### src/rtl/decodificador_secuencial.sv
// Registered 4-bit code word to 1-of-10 decimal decoder (BCD, Excess-3 or Gray),
// with one output register using valid/ready handshakes and a saturating illegal-word counter.
module decodificador_secuencial #(
  parameter int CODE_SEL = 1,
  parameter int ERR_W    = 8
) (
  input  logic             clk,
  input  logic             rst,
  input  logic             in_valid,
  output logic             in_ready,
  input  logic [3:0]       code,
  output logic             out_valid,
  input  logic             out_ready,
  output logic [9:0]       d,
  output logic             err,
  input  logic             clr_err,
  output logic [ERR_W-1:0] err_count
);

  generate
    if (CODE_SEL < 0 || CODE_SEL > 2) begin : g_bad_code_sel
      $error("decodificador_secuencial: CODE_SEL must be 0, 1 or 2");
    end
  endgenerate

  typedef enum logic {EMPTY, FULL} state_t;

  state_t     state, state_next;
  logic       accept;
  logic       load;
  logic [9:0] dec_d;
  logic       dec_err;

  assign out_valid = (state == FULL);
  assign in_ready  = !out_valid || out_ready;
  assign accept    = in_valid && in_ready;

  // Pure decode of the incoming word; only sampled into the register on accept.
  always_comb begin
    // NOTE: every combinational output gets a default first so no path leaves it unassigned (no latch).
    dec_d   = 10'b0;
    dec_err = 1'b1;
    if (CODE_SEL == 0) begin
      if (code <= 4'd9) begin
        dec_d   = 10'b1 << code;
        dec_err = 1'b0;
      end
    end else if (CODE_SEL == 1) begin
      if (code >= 4'd3 && code <= 4'd12) begin
        dec_d   = 10'b1 << (code - 4'd3);
        dec_err = 1'b0;
      end
    end else begin
      dec_err = 1'b0;
      case (code)
        4'b0000: dec_d = 10'b00_0000_0001;
        4'b0001: dec_d = 10'b00_0000_0010;
        4'b0011: dec_d = 10'b00_0000_0100;
        4'b0010: dec_d = 10'b00_0000_1000;
        4'b0110: dec_d = 10'b00_0001_0000;
        4'b0111: dec_d = 10'b00_0010_0000;
        4'b0101: dec_d = 10'b00_0100_0000;
        4'b0100: dec_d = 10'b00_1000_0000;
        4'b1100: dec_d = 10'b01_0000_0000;
        4'b1101: dec_d = 10'b10_0000_0000;
        default: dec_err = 1'b1;
      endcase
    end
  end

  always_comb begin
    state_next = state;
    load       = 1'b0;
    case (state)
      EMPTY: if (accept) begin
        state_next = FULL;
        load       = 1'b1;
      end
      FULL: if (out_ready) begin
        state_next = accept ? FULL : EMPTY;
        load       = accept;
      end
      default: state_next = EMPTY;
    endcase
  end

  always_ff @(posedge clk or posedge rst) begin
    // NOTE: sequential state uses non-blocking assignments so all flops update from pre-edge values.
    if (rst) state <= EMPTY;
    else     state <= state_next;
  end

  // When FULL and stalled, load stays low, so d/err are bit-stable and code is ignored.
  always_ff @(posedge clk or posedge rst) begin
    if (rst) begin
      d   <= 10'b0;
      err <= 1'b0;
    end else if (load) begin
      d   <= dec_d;
      err <= dec_err;
    end
  end

  // clr_err wins over a same-cycle illegal accept; the count sticks at all-ones.
  always_ff @(posedge clk or posedge rst) begin
    if (rst) begin
      err_count <= '0;
    end else if (clr_err) begin
      err_count <= '0;
    end else if (accept && dec_err && (err_count != {ERR_W{1'b1}})) begin
      err_count <= err_count + ERR_W'(1);
    end
  end

endmodule
### config.mk
export PLATFORM = sky130hd
export DESIGN_NAME = decodificador_secuencial
export DESIGN_NICKNAME = d
export VERILOG_FILES = /design/src/rtl/decodificador_secuencial.sv
export SDC_FILE = /design/constraint.sdc
export NUM_CORES = 1
export LEC_CHECK = 0
export CAP_MARGIN = 20
export CORE_MARGIN = 5
export CORE_UTILIZATION = 45
export DETAILED_ROUTE_END_ITERATION = 10
export PLACE_DENSITY = 0.75
export SLEW_MARGIN = 25
export SYNTH_ARGS = -nofsm -noshare
export SYNTH_HDL_FRONTEND = slang
export SYNTH_SLANG_ARGS = --single-unit
### constraint.sdc
create_clock -name clk -period 1.6 [get_ports clk]
set_input_delay 0.24 -clock clk [delete_from_list [all_inputs] [get_ports clk]]
set_output_delay 0.24 -clock clk [all_outputs]
set_load 0.05 [all_outputs]
# == Word level (Yosys, flattened, before mapping) ==
# Index checks and enable logic that the tools add are counted.
# W data, S select, Z words.
# totals
in_bits,9
wordCells,27
regBits,20
# classes
order_cmp,2
muxes,9
eq_ne,1
addsub,2
n_shift,1
bitwise_logic,1
n_reduce_logical,7
# op_table
cell,count
$mux W8,2
$mux W10,1
$shl A1 B4 Y10 const A,1
$add A8 B1 Y8 const B,1
$ne A8 B8 Y1 const B,1
$ge A4 B2 Y1 const B,1
$le A4 B4 Y1 const B,1
$logic_and A1 B1 Y1,4
$mux W1,4
$pmux W1 S2,2
$sub A4 B2 Y4 const B,1
$reduce_bool A2 Y1,1
$logic_not A1 Y1,1
$logic_or A1 B1 Y1,1
$not A1 Y1,1

# == Depth between registers and ports, before layout ==
# depth
word_depth,7
depth_mapped,5
ltp_nobuf,5

# == Least setup slack after synthesis ==
# No wires, ideal clock.
# synth_timing
path_type,flip-flop to flip-flop
startpoint,reg state (netlist: out_valid)
endpoint,reg err_count[5]
arrival_time_ps,1952
setup_time_ps,125
setup_slack_ps,-477
path_stages_with_launch,5
cell_sequence,dfrtp_1 nand2b_1 o211ai_2 nor4_1 mux2_2
# synth_between
elab_chain_cells,6
# synth_rtl
element,line,text
start: declaration,28,"state_t state, state_next;"
start signal: assignment,90,else state <= state_next;
$logic_not A1 Y1,35,assign in_ready = !out_valid || out_ready;
$logic_or A1 B1 Y1,35,
named net in_ready,10,"output logic in_ready,"
$logic_and A1 B1 Y1,36,assign accept = in_valid && in_ready;
$logic_and A1 B1 Y1 (2 in series),110,end else if (accept && dec_err && (err_count != {ERR_W{1'b1}})) begin
$reduce_bool A2 Y1 (no source line),n/a,
end signal: assignment,111,err_count <= err_count + ERR_W'(1);
end: declaration,17,output logic [ERR_W-1:0] err_count
# The timed path passes the listed nets, and every way through them passes these cells.
# A chain may end at the register's enable or synchronous reset.

# == Final worst setup path ==
# layout_timing
startpoint,reg err_count[1]
endpoint,reg err_count[7]
# layout_between
elab_chain_cells,3
word_cells_on_any_way,6
# layout_rtl
element,line
$add A8 B1 Y8 or $ne A8 B8 Y1 (tied branches),"111, 110"
$mux W8 or $logic_and A1 B1 Y1 (tied branches),110
$mux W8 or $reduce_bool A2 Y1 (tied branches),n/a
# Several ways; a longest one is shown, not always the timed one. The select of a mux whose other input is x is not followed.

==> flow_summary.ini <==
[status]
status = finished, final reports clean

[clock_tree]
clkLatencyLatePin_ns = 0.30
cts_tree = built
root_buffer = clkbuf_4
htree_levels = 1
clk_path_buf_depth = 2
cts_sinks = 20
cts_buffers = 3
cts.clk_slew.worst_paths_ns = 0.11

[placed_design]
portBuffers = 29
place_congestion = 0.7921
dp_hpwl_mm = 1.755
dp.cells = 161

[global_route]
antenna_found_initial = 0
grt_util_all_layers_pct = 15.85
grt_pass1_wl_mm = 3.988
grt_pass1_vias = 869
overflow = 0
grt_max_degree = 21

[floorplan]
start_util_pct = 47.94
coreArea_um2 = 2002
rows = 16
io-pin-count = 30
die_w_um = 56.18
die_area_um2 = 3156
die_h_um = 56.18

[layout]
drive_gt1_share_pct = 38.13
fin_nets = 150
antenna_cells = 0
syn_to_final_growth_pct = 47.59
fin_cells = 166

[yosys]
ys_seq_elements = 20
synth_top_family_by_area = simple AND/OR/NAND/NOR gates
synth-simple-area-share_pct = 20.73
synth_cells = 95
synth_top_cell_by_area = dfrtp_1
synth_edf_count = 0
synth_xor_area_share_pct = 0
avgSynthCellArea_um2 = 10.10
syn_nets = 105
yosys_warnings = 0
seq_area_frac_synth_pct = 52.15
synth.most_common_cell = dfrtp_1
post_synth_num_cell_types = 25
synth-adder-area-share_pct = 1.304
synthMuxAreaShare_pct = 3.390
synth.area.top_cells = dfrtp_1 52%, nand2_1 7.4%, o31ai_1 6.3%
synthFlopType = dfrtp_1
synthTopCellsByCount = 20 x dfrtp_1, 19 x nand2_1, 8 x o31ai_1, 6 x o41ai_1, 5 x nand2b_1
synth_compound_area_share_pct = 19.30
synth.top_cell.area_share_pct = 52.15
async_reset_ff_share_pct = 100.0
synth_area_um2 = 959.7

[power]
p_leak_nw = 0.6602
vdd_ir_drop_max_v = 0.0005162
power.density_nw_per_um2 = 723.9

[sta]
setup_viol = 0
min_period_over_period_pct = 96.69
fmax_ghz = 0.6464
finalMaxSlewViolations = 0
tightest_slew_ns = 0.3898
relSlewSlack_pct = 73.93
hold_viol = 0
fin_tns_setup_ns = 0
timing.final.crit_period_ns = 1.547
hold_ws_ns = 0.2553
fin_skew_ns = 0.006367

[worst_setup_path]
worstSetupEndpoint = err_count[7]
crit_type = register to register
setup.worst_path.start_class = register
r2r_cells = 5
cp_slowest_stage_delay_ns = 0.44
cp.required_ns = 1.80
r2r_end = err_count[7]
rr_startpoint = err_count[1]
critPathMaxFanout = 4
crit_path_top_delay_cell = dfrtp_2
setup.worst_path.start = err_count[1]
cp_cell_sequence = ha_2 -> nand3_2 -> nor2_2 -> nor4_1 -> mux2_2
rrSetupSlack_ns = 0.05
end_kind = register
crit_arrival_ns = 1.74

[detailed_routing]
num_vias = 894
antenna_left = 0
wl_per_cell_um = 13.93
first_pass_iters = 4
drtIter0Drc = 15
drc = 0
vias_per_cell = 5.386
wirelength_mm = 2.312

[hold_path]
min_path_type = input pin to async pin

[job]
drv_cap = 0
layout make-up:
type                       instances  area (um2)
tap                               27       33.78
fill                             166       585.6
inverter                           3       11.26
timing repair buffer              44       365.4
multi-input combinational         68       474.2
clock buffer                       4       26.28
sequential                        20       505.5
layer usage:
| layer | GRT usage (%) | vias to the layer above | part of all wire (%) |
|---|---|---|---|
| met4 | 9.492 | 0 | 2.3 |
| li1 | - | 440 | - |
| met1 | 20.90 | 426 | 45 |
| met2 | 24.21 | 24 | 48 |
| met5 | 0 | - | 0 |
| met3 | 2.552 | 4 | 4.4 |
critical path: cells and delay by family (launching register included):
kind / cells / cell delay [ns]
AND/OR/NAND/NOR: 3 / 0.43
multiplexers: 1 / 0.38
flip-flops: 1 / 0.44
adder cells (fa/ha/maj): 1 / 0.20
how the worst min path moves through the flow:
stage,start,end,slack (ns)
2_1_floorplan,rst,d[0],0.20
3_3_place_gp,d[6],d[6],0.46
3_5_place_dp,d[9],d[9],0.47
4_1_cts,rst,err_count[6],0.26
5_1_grt,rst,err_count[7],0.29
6_report,rst,err_count[7],0.26
registers in the layout (all words and copies together), names as in the netlist:
signal	flops
out_valid	1
err_count	8
err	1
d	10
placed cells by master, fill, tap and decap left out, types with 2 or more instances in the layout:
cell type / synthesis / routed
buf_4: 1 / 35
nand2_1: 19 / 19
dfrtp_1: 20 / 16
o31ai_1: 8 / 8
o41ai_1: 6 / 6
nand2b_1: 5 / 4
dfrtp_2: 0 / 4
clkdlybuf4s50_1: 0 / 4
nand4_1: 3 / 3
nor2_1: 4 / 3
inv_1: 3 / 3
clkbuf_4: 0 / 3
a21oi_1: 3 / 2
nor2b_1: 2 / 2
mux2_2: 2 / 2
or3_1: 2 / 2
o311ai_1: 0 / 2
dlygate4sd2_1: 0 / 2
dlymetal6s2s_1: 0 / 2
what timing repair did:
| item | 4_1_cts | 5_1_grt |
|---|---|---|
| hold buffers | 0 | 0 |
| pin swaps | 2 | 1 |
| endpoints found under the setup margin | 7 | 7 |
| resized for setup | 3 | 7 |
| buffers inserted | 0 | 1 |
cells by family after synthesis:
| kind of cell | after synthesis |
|---|---|
| AND/OR/NAND/NOR | 41 |
| AO/OA/AOI/OAI | 23 |
| flip-flops | 20 |
| buffers and inverters | 7 |
| multiplexers | 3 |
| adder cells (fa/ha/maj) | 1 |
power by group:
| part | internal [mW] | total [mW] | switching [mW] |
|---|---|---|---|
| registers | 0.524 | 0.535 | 0.0106 |
| clock network | 0.0970 | 0.248 | 0.151 |
| logic | 0.0900 | 0.243 | 0.153 |
| total | 0.711 | 1.03 | 0.314 |
metrics by stage:
stage	instance area, um2	setup WS, ns	util, %	total power [mW]
floorplan	985.9	-0.0004304	-	0.6803
detailed placement	1356	-0.4638	67.75	0.7891
CTS	1386	0.01411	69.25	1.033
global placement	1356	-0.3510	67.75	0.7853
global route	1416	-0.01488	70.75	1.071
finish	1416	0.05297	70.75	1.025
Power figures use the tool's default switching activity.
